File: src/rtl/uart_rx_fifo_if.sv
// uart_rx_fifo_if: byte handshake from the UART receiver through the FIFO to the consumer
interface uart_rx_fifo_if #(parameter int DATA_BITS = 8);
   logic [DATA_BITS-1:0] rx_data;
   logic                 rx_valid;
   logic [DATA_BITS-1:0] m_data;
   logic                 m_valid;
   logic                 m_ready;
   modport master (output rx_data, rx_valid, m_ready, input m_data, m_valid);
   modport slave (input rx_data, rx_valid, m_ready, output m_data, m_valid);
endinterface

File: src/rtl/uart_rx_fifo.sv
// uart_rx_fifo: first-word fall-through buffer for received bytes with occupancy and overflow flags
module uart_rx_fifo #(
   parameter int DATA_BITS = 8,
   parameter int DEPTH = 16,
   parameter int THRESH = 8,
   localparam int AW = $clog2(DEPTH),
   localparam int CW = AW + 1
) (
   input  logic          clk,
   input  logic          rst,
   uart_rx_fifo_if.slave bus,
   output logic [CW-1:0] count,
   output logic          empty,
   output logic          full,
   output logic          level,
   output logic          overflow,
   input  logic          ovf_clear,
   input  logic          flush
);
   logic [DATA_BITS-1:0] mem [DEPTH];
   logic [AW-1:0] wr_ptr, rd_ptr;
   logic pop, push, drop;
   assign empty = count == '0;
   assign full = count == CW'(DEPTH);
   assign level = count >= CW'(THRESH);
   assign bus.m_valid = !empty;
   assign bus.m_data = mem[rd_ptr];
   assign pop = bus.m_valid & bus.m_ready;
   // a full FIFO still accepts a byte when the head leaves in the same cycle
   assign push = bus.rx_valid & (!full | pop);
   // a flushed byte is discarded on purpose, so it never counts as a drop
   assign drop = bus.rx_valid & full & !pop & !flush;
   // byte storage, deliberately left unreset
   always_ff @(posedge clk)
      if (push & !flush) mem[wr_ptr] <= bus.rx_data;
   // pointers, occupancy and sticky overflow; flush outranks push and pop
   always_ff @(posedge clk) begin
      if (rst) begin
         wr_ptr <= '0;
         rd_ptr <= '0;
         count <= '0;
         overflow <= 1'b0;
      end else begin
         overflow <= drop | (overflow & !ovf_clear);
         if (flush) begin
            wr_ptr <= '0;
            rd_ptr <= '0;
            count <= '0;
         end else begin
            if (push) wr_ptr <= wr_ptr + AW'(1);
            if (pop) rd_ptr <= rd_ptr + AW'(1);
            count <= count + CW'(push) - CW'(pop);
         end
      end
   end
endmodule
File: src/flat_wrapper.sv
// flat-port wrapper written by rule: the top's interface ports become plain ports
module uart_rx_fifo_flat 
#(
   parameter int DATA_BITS = 8,
   parameter int DEPTH = 16,
   parameter int THRESH = 8,
   localparam int AW = $clog2(DEPTH),
   localparam int CW = AW + 1
)
  (clk, rst, count, empty, full, level, overflow, ovf_clear, flush, bus_rx_data, bus_rx_valid, bus_m_ready, bus_m_data, bus_m_valid);
  uart_rx_fifo_if #(.DATA_BITS(DATA_BITS)) bus_i ();
  input  logic clk;
  input  logic rst;
  output logic [CW-1:0] count;
  output logic empty;
  output logic full;
  output logic level;
  output logic overflow;
  input  logic ovf_clear;
  input  logic flush;
  input wire logic [$bits(bus_i.rx_data)-1:0] bus_rx_data;
  input wire logic [$bits(bus_i.rx_valid)-1:0] bus_rx_valid;
  input wire logic [$bits(bus_i.m_ready)-1:0] bus_m_ready;
  output wire logic [$bits(bus_i.m_data)-1:0] bus_m_data;
  output wire logic [$bits(bus_i.m_valid)-1:0] bus_m_valid;
  assign bus_i.rx_data = bus_rx_data;
  assign bus_i.rx_valid = bus_rx_valid;
  assign bus_i.m_ready = bus_m_ready;
  assign bus_m_data = bus_i.m_data;
  assign bus_m_valid = bus_i.m_valid;
  uart_rx_fifo #(.DATA_BITS(DATA_BITS), .DEPTH(DEPTH), .THRESH(THRESH)) u_core (.clk(clk), .rst(rst), .bus(bus_i), .count(count), .empty(empty), .full(full), .level(level), .overflow(overflow), .ovf_clear(ovf_clear), .flush(flush));
endmodule
File: config.mk
export PLATFORM = sky130hd
export DESIGN_NAME = uart_rx_fifo_flat
export DESIGN_NICKNAME = d
export VERILOG_FILES = /design/src/rtl/uart_rx_fifo_if.sv /design/src/rtl/uart_rx_fifo.sv /design/src/flat_wrapper.sv
export SDC_FILE = /design/constraint.sdc
export NUM_CORES = 1
export LEC_CHECK = 0
export CORE_MARGIN = 5
export CORE_UTILIZATION = 40
export DETAILED_ROUTE_END_ITERATION = 8
export PLACE_DENSITY = 0.69
export SETUP_SLACK_MARGIN = 0.5
export SYNTH_ARGS = -nofsm -noshare
export SYNTH_HDL_FRONTEND = slang
export SYNTH_SLANG_ARGS = --single-unit
File: constraint.sdc
create_clock -name clk -period 3.5 [get_ports clk]
set_input_delay 0.35 -clock clk [delete_from_list [all_inputs] [get_ports clk]]
set_output_delay 0.35 -clock clk [all_outputs]
set_load 0.05 [all_outputs]
==> summary.md, run 1 <==
| Metric | Value |
|---|---|
| Outcome | completed |
| Total setup buffers inserted after CTS | 0 |
| # H-tree levels | 4 |
| Slew @ Worst Pin | 0.897 ns |
| Mux cell area share after synthesis | 0.131 |
| Critical path type | reg2reg |
| Post-synthesis sequential element count | 146 |
| Die area | 17300 µm² |
| Core box area | 14500 µm² |
| PortBufs | 31 |
| DRC | 0 |
| Mapped Cells | 326 |
| CP Cell Sequence | inv_1 > ha_1 > or4b_4 > nand2_1 > inv_1 > ha_1 > inv_1 > ha_1 > inv_1 > fa_1 > nand2b_1 > a21oi_1 > or3_1 > a21oi_1 |
| CP required | 3.79 ns |
| Global-route wire length before repair | 18100 µm |
| Total Wirelength | 11500 µm |
| CP top delay family | adder cells |
| Share of layout cells above drive strength 1 | 0.170 |
| WP data arrival | 3.20 ns |
| CTS Root Cell | clkbuf_16 |
| Worst slew margin | 0.401 |
| Final core occ | 0.482 |
| Reg2reg path depth | 14 |
| Synth Area in XOR/XNOR | 0.0119 |
| CTS clk-pin slew, worst paths | 0.06 ns |
| P&R area growth vs syn | 18.5% |
| CTS Sinks | 146 |
| Fmax | 343 MHz |
| Filler Cells Inserted | 1214 |
| Placed wire-length estimate | 7480 µm |
| CP peak stage delay | 0.51 ns |
| Crit path capture type | flop |
| Mapped Nets | 354 |
| Row Count | 44 |
| Initial core utilization | 0.407 |
| Final period util | 0.833 |
| Gr ovfl total | 0 |
| Ports | 32 |
| Hold Crit Class | in2reg |
| TritonCTS Buffers | 17 |
| Synth Area in Compound Gates | 0.0335 |
| Critical path's slowest cell | or4b_4 |
| Die W | 132 µm |
| Power per cell area | 678 nW/µm² |
| Clock latency on the worst-skew pair | 0.41 ns |
| ANT nets after route | 0 |
| Initial DRC count | 339 |
| Avg Cell Area, Syn | 18.1 µm² |
| Main combinational cell family by area after synthesis | multiplexers |
| Per-cell routed wire length | 20.1 µm |
| RSZ-0062 raised after global routing | yes |
| Leak Pwr | 2.34 nW |
| Worst-case clock buffer depth | 2 |
| Mapped Area | 5910 µm² |
| Final Hold Fails | 0 |
| R2R Path Start | u_core.count[2] |
| GRT Overall Usage | 0.139 |
| Max Fanout on Critical Path | 6 |
| WHS Endpoint | u_core.overflow |
| Via count | 3063 |
| Worst Setup Start Kind | flop |
| Adder-cell share of the synthesized area | 0.0309 |
| Worst hold path cell count | 2 |
| Min-delay src | rst |
| Die height | 132 µm |
| Pin count of the biggest net entering global routing | 33 |
| Sequential-to-total area share from yosys stat | 0.712 |
| Initial antenna violation count | 0 |
| Total iterations of the first detailed-routing run | 5 |
| Worst Path Buf+Inv | 4 |
| CTS resizes | 8 |
| Number of global-route vias before repair | 3123 |
| Final min period | 2.92 ns |
| Setup TNS | 0 ns |
| ANT cells | 0 |
| Yosys warns | 0 |
| CTS tree | yes |
| RR Endpoint | u_core.count[4] |
| Post-synthesis cell type count | 37 |
| Synth Area in Simple Gates | 0.0525 |
| Skew final | 0.00668 ns |
| Peak VDD IR | 0.00103 V |
| Setup violations, final | 0 |
| Max Slew Vio Count | 0 |
| Hold-fix buffers, CTS | 0 |
| Vias/cell | 5.35 |
| Final net count | 406 |
| R2r setup slk | 0.58 ns |
| RePlAce Congestion | 0.788 |
| Maxcap violations | 0 |
| Top cell by count, worst path | inv_1 |
-- cells in the mapped netlist (all sizes together) --
master	number	area share
edfxtp	128	0.65
mux4	32	0.13
nor2	28	0.018
dfxtp	18	0.061
inv	18	0.011
a22oi	16	0.020
ha	13	0.028
nand2	13	0.0083
buf	8	0.010
a21oi	6	0.0051
xor2	6	0.0089
nand2b	5	0.0053
nor3	4	0.0034
clkbuf	3	0.0019
clkdlybuf4s25	3	0.0051
nand3	3	0.0025
o21ai	3	0.0025
nand3b	2	0.0025
or3	2	0.0021
xnor2	2	0.0030
a21o	1	0.0013
a32oi	1	0.0015
and2	1	0.0011
and2b	1	0.0013
and3	1	0.0011
and4	1	0.0015
fa	1	0.0034
nand4bb	1	0.0019
nor2b	1	0.0011
o211ai	1	0.0013
o41ai	1	0.0015
or2	1	0.0011
or4b	1	0.0017
-- flip-flops by register name, summed over array words and instances, names as in the netlist, named ones only --
| signal | count |
|---|---|
| u_core.count | 5 |
| u_core.mem | 128 |
| u_core.rd_ptr | 4 |
| u_core.overflow | 1 |
| u_core.wr_ptr | 4 |
-- cell type report --
type,instances,area (µm²),area share
Inverter,18,67.6,0.00965
Clock buffer,20,437,0.0624
Tap cell,184,230,0.0329
Sequential cell,146,4210,0.601
Multi-Input combinational cell,148,1540,0.220
Timing Repair Buffer,47,433,0.0618
Clock inverter,10,87.6,0.0125
-- power breakdown --
group | internal (mW) | total, mW | switching [mW]
Clock | 0.963 | 1.61 | 0.643
Sequential | 1.94 | 1.99 | 0.0496
Combinational | 0.450 | 1.16 | 0.705
-- worst max path at each step --
stage	start	end	slack, ns	cells after the start
2_1_floorplan	u_core.count[2]	u_core.count[4]	0.53	15
3_3_place_gp	u_core.count[2]	u_core.count[4]	0.68	14
3_5_place_dp	u_core.count[2]	u_core.count[4]	0.55	14
4_1_cts	u_core.count[2]	u_core.count[4]	0.54	14
5_1_grt	u_core.count[2]	u_core.count[4]	0.44	14
6_report	u_core.count[2]	u_core.count[4]	0.58	14
-- cell usage in the layout (no fill, tap or decap), drive strengths merged, types with 2 or more instances in the layout --
| cell type | count |
|---|---|
| clkinv | 6 |
| mux4 | 32 |
| nand2 | 13 |
| dlygate4sd2 | 8 |
| o21ai | 3 |
| nor2 | 28 |
| nand2b | 5 |
| clkbuf | 20 |
| edfxtp | 128 |
| a21oi | 6 |
| or3 | 2 |
| ha | 13 |
| xor2 | 6 |
| a22oi | 16 |
| buf | 16 |
| clkinvlp | 2 |
| nand3 | 3 |
| dfxtp | 18 |
| nor3 | 4 |
| xnor2 | 2 |
| inv | 19 |
| clkdlybuf4s50 | 23 |
| nand3b | 2 |
-- through the flow --
stage               worst slack, ns  hold slack [ns]  power, mW  std cells  instance area [µm²]
CTS                           0.542            0.477       4.77        573                 7000
global placement              0.682            0.465       3.15        543                 6480
detailed placement            0.551            0.490       3.17        543                 6480
global route                  0.445            0.507       4.96        573                 7000
finish                        0.584            0.495       4.75        573                 7000
floorplan                     0.532            0.422       2.85        326                 5910
-- per-layer routing --
metal | GRT usage | wire length (µm) | up-vias
met3 | 0.0363 | 650 | 13
met2 | 0.221 | 5620 | 114
met1 | 0.190 | 5120 | 1549
li1 | - | - | 1387
met4 | 0.0446 | 124 | 0
met5 | 0 | 0 | -
-- kinds of logic after synthesis --
group           after synthesis
compound gates               29
xor+xnor                      8
fa+ha+maj                    14
buf+inv                      32
flops                       146
mux                          32
simple gates                 65
(Power assumes the default switching activity.)
==> run 2, diff against run 1 <==
Clock period 3.5 ns to 2.85 ns, I/O delays scaled along.
==> run 2 against run 1 <==
Against the previous run: sequential share of layout area shrank 2.8 points; power grew 34%; sequential power grew 23%; critical path depth is the same; critical path type unchanged; core utilization grew 2.4 points; routed wire length grew 4.2%; count of clock-buffer cells in the layout grew 3; global-route usage grew 0.42 points; non-clock buffer count grew 20; critical endpoint unchanged; combinational power grew 63%.
==> summary.md, run 2 (synthesis results as in run 1) <==
| Metric | Value |
|---|---|
| Placed Area | 6560 µm² (was 6480 µm²) |
| WP data arrival | 2.87 ns (was 3.20 ns) |
| Setup violations, final | 0 (unchanged) |
| Max Slew Vio Count | 0 (unchanged) |
| Met2 Wirelength | 6070 µm (was 5620 µm) |
| Filler Cells Inserted | 1226 (was 1214) |
| Die height | 132 µm (unchanged) |
| CP Cell Sequence | inv_4 > ha_4 > or4b_4 > nand2_4 > inv_4 > ha_4 > inv_4 > ha_4 > inv_2 > fa_2 > nand2b_4 > a21oi_4 > or3_1 > a21oi_1 (was inv_1 > ha_1 > or4b_4 > nand2_1 > inv_1 > ha_1 > inv_1 > ha_1 > inv_1 > fa_1 > nand2b_1 > a21oi_1 > or3_1 > a21oi_1) |
| Placed wire-length estimate | 7570 µm (was 7480 µm) |
| RePlAce Congestion | 0.782 (was 0.788) |
| Ports | 32 (unchanged) |
| Hold Crit Class | in2reg (unchanged) |
| PortBufs | 31 (unchanged) |
| Worst Path Buf+Inv | 4 (unchanged) |
| Total Wirelength | 12000 µm (was 11500 µm) |
| Crit path capture type | flop (unchanged) |
| Vias/cell | 5.21 (was 5.35) |
| CTS clk-pin slew, worst paths | 0.06 ns (about the same) |
| RSZ-0062 raised after global routing | yes (unchanged) |
| Row Count | 44 (unchanged) |
| Critical path's slowest cell | or4b_4 (unchanged) |
| Number of global-route vias before repair | 3334 (was 3123) |
| ANT cells | 0 (unchanged) |
| Met1 wire length | 5150 µm (was 5120 µm) |
| Initial core utilization | 0.407 (unchanged) |
| Most frequent cells in the layout | edfxtp_1 (128), buf_4 (31), mux4_2 (28), nor2_1 (28), clkdlybuf4s50_1 (19) (was edfxtp_1 (128), nor2_1 (28), clkdlybuf4s50_1 (23)) |
| Maxcap violations | 0 (unchanged) |
| Largest registers | u_core.mem (128), u_core.count (5) (unchanged) |
| CTS Sinks | 146 (unchanged) |
| CTS tree | yes (unchanged) |
| Final Hold Fails | 0 (unchanged) |
| Initial antenna violation count | 0 (unchanged) |
| Max Fanout on Critical Path | 4 (was 6) |
| Metal3 WL | 642 µm (was 650 µm) |
| Final core occ | 0.506 (was 0.482) |
| Via count | 3098 (was 3063) |
| Register area | 4220 µm² (was 4210 µm²) |
| CP peak stage delay | 0.49 ns (was 0.51 ns) |
| Skew final | 0.00968 ns (was 0.00668 ns) |
| Final Cell Area | 7350 µm² (was 7000 µm²) |
| Initial DRC count | 250 (was 339) |
| Per-cell routed wire length | 20.2 µm (was 20.1 µm) |
| Final min period | 2.54 ns (was 2.92 ns) |
| Clock latency on the worst-skew pair | 0.41 ns (about the same) |
| ANT nets after route | 0 (unchanged) |
| Setup TNS | 0 ns (unchanged) |
| Global-route wire length before repair | 19000 µm (was 18100 µm) |
| Number of flip-flops under the largest register name | 128 (unchanged) |
| Total iterations of the first detailed-routing run | 4 (was 5) |
| GRT Overall Usage | 0.144 (was 0.139) |
| Peak VDD IR | 0.00129 V (was 0.00103 V) |
| Worst slew margin | 0.433 (was 0.401) |
| Pin count of the biggest net entering global routing | 33 (unchanged) |
| Slew @ Worst Pin | 0.847 ns (was 0.897 ns) |
| Critical path type | reg2reg (unchanged) |
| Power per cell area | 864 nW/µm² (was 678 nW/µm²) |
| TritonCTS Buffers | 17 (unchanged) |
| P&R area growth vs syn | 24.4% (was 18.5%) |
| Final period util | 0.890 (was 0.833) |
| Final net count | 426 (was 406) |
| Worst-case clock buffer depth | 2 (unchanged) |
| Gr ovfl total | 0 (unchanged) |
| CTS Root Cell | clkbuf_16 (unchanged) |
| Die W | 132 µm (unchanged) |
| Outcome | completed (unchanged) |
| Core box area | 14500 µm² (unchanged) |
| Largest register by flop count | u_core.mem (unchanged) |
| Commonest non-fill, non-tap cell in the layout | edfxtp_1 (unchanged) |
| Die area | 17300 µm² (unchanged) |
| CP top delay family | simple AND/OR/NAND/NOR gates (was adder cells) |
| Multi-input logic area | 1640 µm² (was 1540 µm²) |
| Top sig layer | met4 (unchanged) |
| Share of layout cells above drive strength 1 | 0.314 (was 0.170) |
| CP required | 3.18 ns (was 3.79 ns) |
| # H-tree levels | 4 (unchanged) |
| Leak Pwr | 2.45 nW (was 2.34 nW) |
| DRC | 0 (unchanged) |
| Worst Setup Start Kind | flop (unchanged) |
| Fmax | 394 MHz (was 343 MHz) |
-- run 2: changes by cell type in the layout (fill, tap and decap cells not counted), sizes merged --
cell	change
buf	+28
dlygate4sd2	-6
clkbuf	+4
clkdlybuf4s50	-4
clkinv	-1
dlygate4sd1	+1
-- run 2: final cells by class --
cell class / instances / share of cell area
multi-input combinational: 148 / 0.223
sequential: 146 / 0.574
clock inverter: 9 / 0.0114
clock buffer: 23 / 0.0609
inverter: 18 / 0.0106
timing repair buffer: 67 / 0.0895
tap: 184 / 0.0313
-- run 2: worst paths after layout --
| path | start | cells after the start | to | slack (ns) |
|---|---|---|---|---|
| max | u_core.count[3] | 14 | u_core.count[4] | 0.31 |
| min | rst | 2 | u_core.overflow | 0.42 |
| max reg2reg | u_core.count[3] | 14 | u_core.count[4] | 0.31 |
| min reg2reg | u_core.rd_ptr[3] | 2 | flop | 0.51 |
-- run 2: timing repair --
action	in CTS	in global routing
pin swaps	13	9
hold buffers	0	0
cloned	3	0
setup endpoints to repair	16	13
resized for setup	39	12
buffers inserted	10	3
-- run 2: per-stage QoR --
stage / hold WS [ns] / cells / setup slack [ns] / power [mW]
3_3_place_gp: 0.467 / 547 / 0.259 / 4.02
3_5_place_dp: 0.496 / 547 / 0.151 / 4.08
6_report: 0.422 / 595 / 0.315 / 6.35
5_1_grt: 0.445 / 595 / 0.191 / 6.63
2_1_floorplan: 0.357 / 326 / 0.132 / 3.72
4_1_cts: 0.406 / 592 / 0.324 / 6.30
-- run 2: where the power goes --
part           leakage [nW]  switching [mW]  internal (mW)
clock                 0.251           0.812           1.20
combinational         0.900            1.04          0.847
sequential             1.30          0.0643           2.39
-- run 2: routing by layer --
metal	vias up	global-route usage
met2	89	0.239
met5	-	0
met1	1574	0.184
met3	13	0.0394
met4	0	0.0457
li1	1422	-
==> run 3, diff against run 2 <==
Settings changed: CELL_PAD_IN_SITES_DETAIL_PLACEMENT from default to 0, CELL_PAD_IN_SITES_GLOBAL_PLACEMENT from default to 1, PLACE_DENSITY 0.69 to 0.78.
Clock period 2.85 ns to 2.1 ns, I/O delays scaled along.
==> run 3 against run 2 <==
Against the previous run: the run now ends with setup timing left; routed wire length grew 5.4%; sequential share of layout area decreased by 6.2 points; flip-flop and latch count unchanged; non-clock buffer count is 29 higher; critical path depth is the same; core utilization is 6.2 points higher; combinational power grew 84%; largest power group is now combinational cells; highest routed layer unchanged.
==> summary.md, run 3 (synthesis results as in run 1) <==
| Metric | Value |
|---|---|
| Multi-input logic area | 1930 µm² (was 1640 µm²) |
| TritonCTS Buffers | 17 (unchanged) |
| Total Wirelength | 12600 µm (was 12000 µm) |
| Gr ovfl total | 0 (unchanged) |
| Die height | 132 µm (unchanged) |
| Gr busiest metal | met2 (unchanged) |
| Switching share of total power | 0.305 (was 0.302) |
| Final Worst Setup Slack | -0.444 ns (was 0.315 ns) |
| RePlAce Congestion | 0.771 (was 0.782) |
| CTS Sinks | 146 (unchanged) |
| Final Hold Fails | 0 (unchanged) |
| WP data arrival | 2.89 ns (was 2.87 ns) |
| Pin count of the biggest net entering global routing | 33 (unchanged) |
| Final net count | 455 (was 426) |
| GRT met2 Usage | 0.248 (was 0.239) |
| Top cell by count, worst path | ha_4 |
| Slew @ Worst Pin | 0.630 ns (was 0.847 ns) |
| Final core occ | 0.567 (was 0.506) |
| Met3 usage | 0.0463 (was 0.0394) |
| Ports | 32 (unchanged) |
| Worst slew margin | 0.579 (was 0.433) |
| Peak VDD IR | 0.00257 V (was 0.00129 V) |
| CP Cell Sequence | inv_4 > ha_4 > or4b_4 > nand2_4 > inv_4 > ha_4 > inv_2 > ha_4 > inv_2 > fa_2 > nand2b_4 > a21oi_4 > or3_4 > a21oi_2 (was inv_4 > ha_4 > or4b_4 > nand2_4 > inv_4 > ha_4 > inv_4 > ha_4 > inv_2 > fa_2 > nand2b_4 > a21oi_4 > or3_1 > a21oi_1) |
| Clock latency on the worst-skew pair | 0.42 ns (was 0.41 ns) |
| Crit path capture type | flop (unchanged) |
| # H-tree levels | 4 (unchanged) |
| Max Fanout on Critical Path | 2 (was 4) |
| PortBufs | 31 (unchanged) |
| Global-route wire length before repair | 20000 µm (was 19000 µm) |
| Met1 Track Usage GR | 0.200 (was 0.184) |
| DRC | 0 (unchanged) |
| Worst-case clock buffer depth | 2 (unchanged) |
| CP peak stage delay | 0.48 ns (was 0.49 ns) |
| Setup violations, final | 142 (was 0) |
| CTS Root Cell | clkbuf_16 (unchanged) |
| RSZ-0062 raised after global routing | yes (unchanged) |
| Initial antenna violation count | 0 (unchanged) |
| Largest register by flop count | u_core.mem (unchanged) |
| Number of flip-flops under the largest register name | 128 (unchanged) |
| CTS tree | yes (unchanged) |
| Share of layout cells above drive strength 1 | 0.518 (was 0.314) |
| NetSw | 2.99 mW (was 1.92 mW) |
| GRT Overall Usage | 0.153 (was 0.144) |
| Die area | 17300 µm² (unchanged) |
| Per-cell routed wire length | 20.3 µm (was 20.2 µm) |
| Final Cell Area | 8250 µm² (was 7350 µm²) |
| Placed Area | 7050 µm² (was 6560 µm²) |
| Worst Setup Start Kind | flop (unchanged) |
| Vias/cell | 5.28 (was 5.21) |
| Failing checks | setup timing |
| Row Count | 44 (unchanged) |
| Placed wire-length estimate | 7980 µm (was 7570 µm) |
| Critical path type | reg2reg (unchanged) |
| Comb power frac | 0.354 (was 0.298) |
| Setup WS pre-CTS | -0.464 ns (was 0.151 ns) |
| Max Slew Vio Count | 0 (unchanged) |
| Seq pwr share | 0.337 (was 0.386) |
| Worst Path Buf+Inv | 4 (unchanged) |
| Int Power | 6.81 mW (was 4.43 mW) |
| ANT nets after route | 0 (unchanged) |
| Final min period | 2.54 ns (about the same) |
| Number of global-route vias before repair | 3482 (was 3334) |
| Fmax | 393 MHz (was 394 MHz) |
| Most frequent cells in the layout | edfxtp_1 (128), mux4_2 (31), buf_6 (27) (was edfxtp_1 (128), buf_4 (31), mux4_2 (28), nor2_1 (28), clkdlybuf4s50_1 (19)) |
| Filler Cells Inserted | 1108 (was 1226) |
| Commonest non-fill, non-tap cell in the layout | edfxtp_1 (unchanged) |
| CP top delay family | simple AND/OR/NAND/NOR gates (unchanged) |
| Leak Pwr | 2.76 nW (was 2.45 nW) |
| Clock power frac | 0.309 (was 0.316) |
| Initial core utilization | 0.407 (unchanged) |
| ANT cells | 0 (unchanged) |
| Core box area | 14500 µm² (unchanged) |
| Setup TNS | -30.56 ns (was 0 ns) |
| CTS clk-pin slew, worst paths | 0.06 ns (about the same) |
| Skew final | 0.00579 ns (was 0.00968 ns) |
| Hold Crit Class | in2reg (unchanged) |
| Critical path's slowest cell | or4b_4 (unchanged) |
| Maxcap violations | 0 (unchanged) |
| P&R area growth vs syn | 39.6% (was 24.4%) |
| Power per cell area | 1190 nW/µm² (was 864 nW/µm²) |
| Via count | 3295 (was 3098) |
| Largest registers | u_core.mem (128), u_core.count (5) (unchanged) |
| Register area | 4220 µm² (about the same) |
| Final period util | 1.21 (was 0.890) |
| Die W | 132 µm (unchanged) |
| Outcome | finished, violations left (was completed) |
| CP required | 2.45 ns (was 3.18 ns) |
| Initial DRC count | 173 (was 250) |
| Total iterations of the first detailed-routing run | 4 (unchanged) |
-- run 3: timing repair --
item | in CTS | in global routing
endpoints found under the setup margin | 155 | 158
gates cloned | 2 | 0
hold buffers | 0 | 0
gates resized for setup | 67 | 26
pin swaps | 29 | 25
setup buffers | 18 | 7
-- run 3: worst paths after layout --
kind / from / endpoint / slack, ns / cells past startpoint
max: u_core.count[2] / u_core.count[4] / -0.44 / 14
min: rst / u_core.overflow / 0.34 / 2
max reg2reg: u_core.count[2] / u_core.count[4] / -0.44 / 14
min reg2reg: u_core.rd_ptr[1] / u_core.rd_ptr[1] / 0.48 / 2
-- run 3: final cells by class --
| class | instances | area share |
|---|---|---|
| Clock buffer | 17 | 0.0516 |
| Sequential cell | 146 | 0.512 |
| Timing Repair Buffer | 96 | 0.144 |
| Multi-Input combinational cell | 148 | 0.234 |
| Clock inverter | 15 | 0.0215 |
| Inverter | 18 | 0.00941 |
| Tap cell | 184 | 0.0279 |
-- run 3: per-layer routing --
layer  vias up  routed length (µm)  part of all wire
met5         -                   0                 0
met4         0                 117            0.0093
met3        10                 532             0.042
met2        85                6520              0.52
met1      1722                5480              0.43
li1       1478                   -                 -
-- run 3: metrics by stage --
step                      hold slack [ns]  power, mW  instances
after global routing                0.357       10.2        624
after CTS                           0.315       9.49        617
after global placement              0.465       5.91        565
after floorplan                     0.282       5.25        326
final                               0.340       9.80        624
after detailed placement            0.491       5.98        565
-- run 3: power groups by stage --
stage	combinational (mW)	clock [mW]	sequential, mW
finish	3.47	3.03	3.30
detailed placement	2.62	0	3.35
global route	3.71	3.22	3.31
CTS	3.10	3.08	3.30
floorplan	1.73	0	3.52
global placement	2.57	0	3.35
-- run 3: worst register-to-register path, cell delays in order (launching register included) --
cell,delay (ns)
dfxtp_4,0.35
inv_4,0.06
ha_4,0.13
or4b_4,0.48
nand2_4,0.10
inv_4,0.04
ha_4,0.25
inv_2,0.04
ha_4,0.15
inv_2,0.05
fa_2,0.20
nand2b_4,0.14
a21oi_4,0.05
or3_4,0.33
a21oi_2,0.12
